--- src/rtl/cpu_pkg.sv ---
// Shared CPU definitions: exception codes, control NOP encoding and the
// default datapath widths used by pipeline stage registers.
package cpu_pkg;

  localparam int unsigned DATA_W_DEF = 32;
  localparam int unsigned ADDR_W_DEF = 30;
  localparam int unsigned CTRL_W_DEF = 12;
  localparam int unsigned EXP_W_DEF  = 3;
  localparam int unsigned NSRC_DEF   = 4;

  // Exception codes; zero means the beat carries no exception.
  localparam logic [EXP_W_DEF-1:0] EXP_NO_EXP   = 3'd0;
  localparam logic [EXP_W_DEF-1:0] EXP_EXT_INT  = 3'd1;
  localparam logic [EXP_W_DEF-1:0] EXP_OVERFLOW = 3'd2;

  // All-zero control payload: no memory op, no control op, no GPR write.
  localparam int unsigned CTRL_NOP = 0;

endpackage

--- src/rtl/ex_pipe_skid.sv ---
// Two-entry (main + skid) pipeline buffer for one opaque beat.
// in_ready is registered, so there is no combinational path from out_ready.
// Ports:
//   clk, reset_            clock, async active-low reset
//   in_valid/in_ready      upstream handshake, in_beat payload
//   flush                  drop both entries at the next edge
//   out_valid/out_ready    downstream handshake, out_beat payload
module ex_pipe_skid #(
  parameter int unsigned W = 8
) (
  input  logic         clk,
  input  logic         reset_,
  input  logic         in_valid,
  output logic         in_ready,
  input  logic [W-1:0] in_beat,
  input  logic         flush,
  output logic         out_valid,
  input  logic         out_ready,
  output logic [W-1:0] out_beat
);

  typedef enum logic [1:0] {
    S_EMPTY = 2'd0,
    S_FULL  = 2'd1,
    S_SKID  = 2'd2
  } state_t;

  state_t         state_q, state_d;
  logic [W-1:0]   main_q, main_d;
  logic [W-1:0]   skid_q, skid_d;
  logic           ready_q, ready_d;
  logic           xfer_in_c, xfer_out_c;

  // State and entry registers
  always_ff @(posedge clk or negedge reset_) begin
    if (!reset_) begin
      state_q <= S_EMPTY;
      main_q  <= '0;
      skid_q  <= '0;
      ready_q <= 1'b1;
    end else begin
      state_q <= state_d;
      main_q  <= main_d;
      skid_q  <= skid_d;
      ready_q <= ready_d;
    end
  end

  // Next-state: main always drains before skid; skid slides into main on pop
  always_comb begin
    state_d    = state_q;
    main_d     = main_q;
    skid_d     = skid_q;
    xfer_in_c  = in_valid & ready_q & ~flush;
    xfer_out_c = (state_q != S_EMPTY) & out_ready;

    if (flush) begin
      state_d = S_EMPTY;
      main_d  = '0;
      skid_d  = '0;
    end else begin
      unique case (state_q)
        S_EMPTY: begin
          if (xfer_in_c) begin
            state_d = S_FULL;
            main_d  = in_beat;
          end
        end
        S_FULL: begin
          if (xfer_in_c && xfer_out_c) begin
            main_d = in_beat;
          end else if (xfer_in_c) begin
            state_d = S_SKID;
            skid_d  = in_beat;
          end else if (xfer_out_c) begin
            state_d = S_EMPTY;
          end
        end
        S_SKID: begin
          if (xfer_out_c) begin
            state_d = S_FULL;
            main_d  = skid_q;
            skid_d  = '0;
          end
        end
        default: begin
          state_d = S_EMPTY;
        end
      endcase
    end

    // Ready for the next cycle is simply "skid entry will be free"
    ready_d = (state_d != S_SKID);
  end

  assign in_ready  = ready_q;
  assign out_valid = (state_q != S_EMPTY);
  assign out_beat  = main_q;

endmodule

--- src/rtl/ex_pipe_reg.sv ---
// EX/MEM pipeline stage register with exception injection and flush.
// Build macro EX_PIPE_SKID_EN selects a main+skid buffer with registered
// in_ready; otherwise a single entry with in_ready = ~out_valid | out_ready.
// Ports:
//   clk, reset_                          clock, async active-low reset
//   in_valid/in_ready                    upstream handshake
//   in_pc, in_ctrl, in_data, in_wr_data, in_exp   upstream payload
//   exc_req[NSRC], exc_code[NSRC*EXP_W]  injection requests, index 0 wins
//   flush                                discard all buffered beats
//   out_valid/out_ready                  downstream handshake
//   out_pc, out_ctrl, out_data, out_wr_data, out_exp, out_injected  payload
module ex_pipe_reg
  import cpu_pkg::*;
#(
  parameter int unsigned DATA_W = DATA_W_DEF,
  parameter int unsigned ADDR_W = ADDR_W_DEF,
  parameter int unsigned CTRL_W = CTRL_W_DEF,
  parameter int unsigned EXP_W  = EXP_W_DEF,
  parameter int unsigned NSRC   = NSRC_DEF
) (
  input  logic                  clk,
  input  logic                  reset_,
  input  logic                  in_valid,
  output logic                  in_ready,
  input  logic [ADDR_W-1:0]     in_pc,
  input  logic [CTRL_W-1:0]     in_ctrl,
  input  logic [DATA_W-1:0]     in_data,
  input  logic [DATA_W-1:0]     in_wr_data,
  input  logic [EXP_W-1:0]      in_exp,
  input  logic [NSRC-1:0]       exc_req,
  input  logic [NSRC*EXP_W-1:0] exc_code,
  input  logic                  flush,
  output logic                  out_valid,
  input  logic                  out_ready,
  output logic [ADDR_W-1:0]     out_pc,
  output logic [CTRL_W-1:0]     out_ctrl,
  output logic [DATA_W-1:0]     out_data,
  output logic [DATA_W-1:0]     out_wr_data,
  output logic [EXP_W-1:0]      out_exp,
  output logic                  out_injected
);

  // Beat layout: {pc, ctrl, data, wr_data, exp, injected}
  localparam int unsigned BEAT_W = ADDR_W + CTRL_W + 2*DATA_W + EXP_W + 1;

  logic              inj_c;
  logic [EXP_W-1:0]  inj_code_c;
  logic [BEAT_W-1:0] in_beat_c;
  logic [BEAT_W-1:0] out_beat;

  // Priority encoder: lowest set request index supplies the code
  always_comb begin
    inj_c      = 1'b0;
    inj_code_c = '0;
    for (int unsigned i = 0; i < NSRC; i++) begin
      if (exc_req[i] && !inj_c) begin
        inj_c      = 1'b1;
        inj_code_c = exc_code[i*EXP_W +: EXP_W];
      end
    end
  end

  // An injected exception keeps the PC but turns the beat into a NOP
  always_comb begin
    if (inj_c) begin
      in_beat_c = {in_pc, CTRL_W'(CTRL_NOP), {DATA_W{1'b0}}, {DATA_W{1'b0}},
                   inj_code_c, 1'b1};
    end else begin
      in_beat_c = {in_pc, in_ctrl, in_data, in_wr_data, in_exp, 1'b0};
    end
  end

`ifdef EX_PIPE_SKID_EN

  ex_pipe_skid #(
    .W (BEAT_W)
  ) u_skid (
    .clk       (clk),
    .reset_    (reset_),
    .in_valid  (in_valid),
    .in_ready  (in_ready),
    .in_beat   (in_beat_c),
    .flush     (flush),
    .out_valid (out_valid),
    .out_ready (out_ready),
    .out_beat  (out_beat)
  );

`else

  logic              valid_q, valid_d;
  logic [BEAT_W-1:0] beat_q, beat_d;
  logic              xfer_in_c;
  logic              xfer_out_c;

  assign in_ready   = ~valid_q | out_ready;
  assign xfer_in_c  = in_valid & in_ready & ~flush;
  assign xfer_out_c = valid_q & out_ready;

  // Next entry: flush wins, then a load (also covers replace-on-pop), then drain
  always_comb begin
    valid_d = valid_q;
    beat_d  = beat_q;
    if (flush) begin
      valid_d = 1'b0;
      beat_d  = '0;
    end else if (xfer_in_c) begin
      valid_d = 1'b1;
      beat_d  = in_beat_c;
    end else if (xfer_out_c) begin
      valid_d = 1'b0;
    end
  end

  always_ff @(posedge clk or negedge reset_) begin
    if (!reset_) begin
      valid_q <= 1'b0;
      beat_q  <= '0;
    end else begin
      valid_q <= valid_d;
      beat_q  <= beat_d;
    end
  end

  assign out_valid = valid_q;
  assign out_beat  = beat_q;

`endif

  assign {out_pc, out_ctrl, out_data, out_wr_data, out_exp, out_injected} = out_beat;

endmodule

--- config.mk ---
export PLATFORM = sky130hd
export DESIGN_NAME = ex_pipe_reg
export DESIGN_NICKNAME = d
export VERILOG_FILES = /design/src/rtl/cpu_pkg.sv /design/src/rtl/ex_pipe_skid.sv /design/src/rtl/ex_pipe_reg.sv
export SDC_FILE = /design/constraint.sdc
export NUM_CORES = 1
export LEC_CHECK = 0
export CAP_MARGIN = 10
export CORE_MARGIN = 1.5
export CORE_UTILIZATION = 38
export CTS_BUF_LIST = sky130_fd_sc_hd__clkbuf_8 sky130_fd_sc_hd__clkbuf_16
export CTS_CLUSTER_SIZE = 14
export DETAILED_ROUTE_END_ITERATION = 10
export PLACE_DENSITY = 0.79
export SLEW_MARGIN = 20
export SYNTH_ARGS = -nofsm -noshare
export SYNTH_HDL_FRONTEND = slang
export SYNTH_SLANG_ARGS = --single-unit
export TNS_END_PERCENT = 50
--- constraint.sdc ---
create_clock -name clk -period 1.8 [get_ports clk]
set_input_delay 0.27 -clock clk [delete_from_list [all_inputs] [get_ports clk]]
set_output_delay 0.27 -clock clk [all_outputs]
set_load 0.005 [all_outputs]
==> summary.md <==
| Metric | Value |
|---|---|
| Yosys warning count | 0 |
| Synthesis-to-layout area growth | 70.4% |
| Iteration-0 DRC Markers | 162 |
| Number of vias per cell | 5.18 |
| Sink Count | 111 |
| Top cell type's share of synthesized area | 67.4% |
| Die Span Y | 107 um |
| R2R setup slack | 0.21 ns |
| Clock transition at the registers of the reported paths | 0.11 ns |
| Cell row count | 37 |
| Final-report setup violation count | 0 |
| # DRC | 0 |
| Die Span X | 107 um |
| Unrepaired setup endpoints after global routing | no |
| Flop pwr share | 53.9% |
| Req. time, crit path | 2.12 ns |
| Post-CTS Setup Bufs | 0 |
| Status | complete, no violations |
| Inst Count DP | 655 |
| Vias in the first global route | 3609 |
| Port-buffer cells | 241 |
| Max_slew headroom | 67.9% |
| Layout cells sized above 1 | 8.40% |
| Core Area | 10400 um2 |
| Worst-Margin Slew | 0.469 ns |
| Grt ovf | 0 |
| Worst Setup EP | beat_q[57] |
| Synthesized area per cell | 14.7 um2 |
| First-pass GRT wire length | 18600 um |
| Tightest Hold Check Type | input pin to async pin |
| Synth area leader | dfrtp_1 |
| Peak supply drop | 457 uV |
| Slew Limit Fails | 0 |
| Power Dens Cells | 683 nW/um2 |
| Hold Vio Cnt, Final | 0 |
| Root Driver | clkbuf_8 |
| Clock share of power | 31.6% |
| Reg2Reg Launch Point | out_valid |
| Switch Pwr | 1.14 mW |
| Fmax achieved | 578 MHz |
| Setup CP Type | input pin to register |
| Clk_lat worst skew | 0.38 ns |
| Internal cell power | 3.66 mW |
| Final core utilization | 67.5% |
| Clock buffer count from CTS | 9 |
| Initial antenna violation count | 0 |
| Final period util | 96.1% |
| Vias after detailed routing | 3479 |
| Max cap viols | 0 |
| Crit path capture type | register |
| IO Pins | 242 |
| Synth Register Bits | 111 |
| Average wire per standard cell | 17.9 um |
| Commonest non-fill, non-tap cell in the layout | clkdlybuf4s50_1 |
| Worst-path maximum fanout | 60 |
| Total power draw | 4.80 mW |
| Register area share after synthesis | 67.4% |
| Area of the mapped netlist | 4120 um2 |
| Yosys cell types | 23 |
| Depth of the CTS H-tree | 3 |
| Reg2reg end | beat_q[57] |
| Data arrival time of the worst path | 2.05 ns |
| CTS tree | done |
| Initial core utilization | 39.6% |
| Worst hold slack | 0.291 ns |
| Synth Instances | 281 |
| CP startpoint | exc_req[1] |
| Element type at the critical path start | input pin |
| Number of detailed-route iterations in the first pass | 4 |
| Sw Share | 23.7% |
| Number of nets with antenna violations after routing | 0 |
| Finished Layout Cells | 672 |
| Nets | 661 |
| GRT Util Overall | 21.1% |
| Pleak | 3.08 nW |
| Worst Reg-to-Reg Cells | 5 |
| Largest net degree at the start of global routing | 67 |
| Post-DP HPWL | 8960 um |
| Top post-synthesis cells by area | dfrtp_1 67%, a22o_1 23%, and2_1 0.91% |
| Combinational share of power | 14.5% |
| Gpl congestion | 0.826 |
| Mapped Nets | 411 |
| Die footprint | 11500 um2 |
| Most frequent cells in the layout | 239 x clkdlybuf4s50_1, 111 x dfrtp_1, 107 x a22o_1 |
| CTS max path bufs | 2 |
| N_diodes | 0 |
| Final Routed Wirelength | 12000 um |
| Clock Skew | 0.0120 ns |
| Min Clock Period, post-route | 1.73 ns |
## per-stage QoR
step | setup TNS [ns] | instance area [um2] | setup WS, ns
after floorplan | 0 | 4120 | 0.134
after global placement | -17.09 | 6810 | -0.228
after detailed placement | -21.22 | 6810 | -0.301
after CTS | 0 | 7030 | 0.103
after global routing | 0 | 7030 | 0.0328
final | 0 | 7030 | 0.0703
## critical path, stage by stage
cell and delay [ns]:
clkdlybuf4s50_1 0.43, or4_4 0.57, nor4_4 0.25, buf_12 0.30, a22o_1 0.19
## how the worst min path moves through the flow
stage,start,to,slack [ns],cells after the start
CTS,reset_,beat_q[79],0.29,2
floorplan,reset_,beat_q[0],-0.03,0
global route,reset_,beat_q[79],0.29,2
global placement,reset_,beat_q[79],0.16,1
detailed placement,reset_,beat_q[79],0.16,1
finish,reset_,beat_q[79],0.29,2
## power groups by stage
| stage | clock [mW] | sequential, mW | combinational [mW] |
|---|---|---|---|
| detailed placement | 0 | 2.64 | 0.702 |
| global placement | 0 | 2.63 | 0.689 |
| floorplan | 0 | 2.64 | 0.145 |
| CTS | 1.56 | 2.59 | 0.706 |
| global route | 1.69 | 2.60 | 0.750 |
| finish | 1.52 | 2.59 | 0.697 |
## layer usage
metal / vias up / track usage [%] / share of wire [%]
met5: - / 0 / 0
met4: 0 / 8.67 / 2.6
met3: 22 / 5.41 / 6.9
met2: 161 / 35.0 / 50
met1: 1708 / 26.0 / 41
li1: 1588 / - / -
## state kept, by name, summed over array words and instances (netlist names)
register	count
beat_q	110
out_valid	1
## logic make-up after synthesis
kind of cell | count (synthesis) | synth area share, %
flops | 111 | 67.4
buf+inv | 29 | 3.28
simple gates | 16 | 2.82
compound gates | 122 | 25.7
mux | 3 | 0.819
## timing repair
item	in CTS	in global routing
endpoints found under the setup margin	1	0
gates resized for setup	2	0
hold endpoints to repair	16	0
hold buffers	1	0
## Yosys cell counts
cell,number
dfrtp_1,111
a22o_1,107
clkbuf_1,10
inv_1,7
and2_1,6
buf_2,6
buf_4,5
a2111oi_0,3
a221oi_1,3
mux2_2,3
nand2b_1,3
o2111ai_1,3
o32ai_1,3
nor3_1,2
a21oi_1,1
a21oi_2,1
and2b_1,1
buf_1,1
nor2_1,1
nor4_4,1
o21ai_0,1
or2_2,1
or4_4,1
## area by class of cell
| cell class | instances | area, um2 |
|---|---|---|
| repair buffers | 261 | 2620 |
| flip-flops and latches | 111 | 2780 |
| clock buffers | 9 | 124 |
| fillers | 787 | 3390 |
| clock inverters | 7 | 82.6 |
| multi-input cells | 141 | 1220 |
| inverters | 7 | 26.3 |
| well taps | 136 | 170 |
Power figures use the tool's default switching activity.
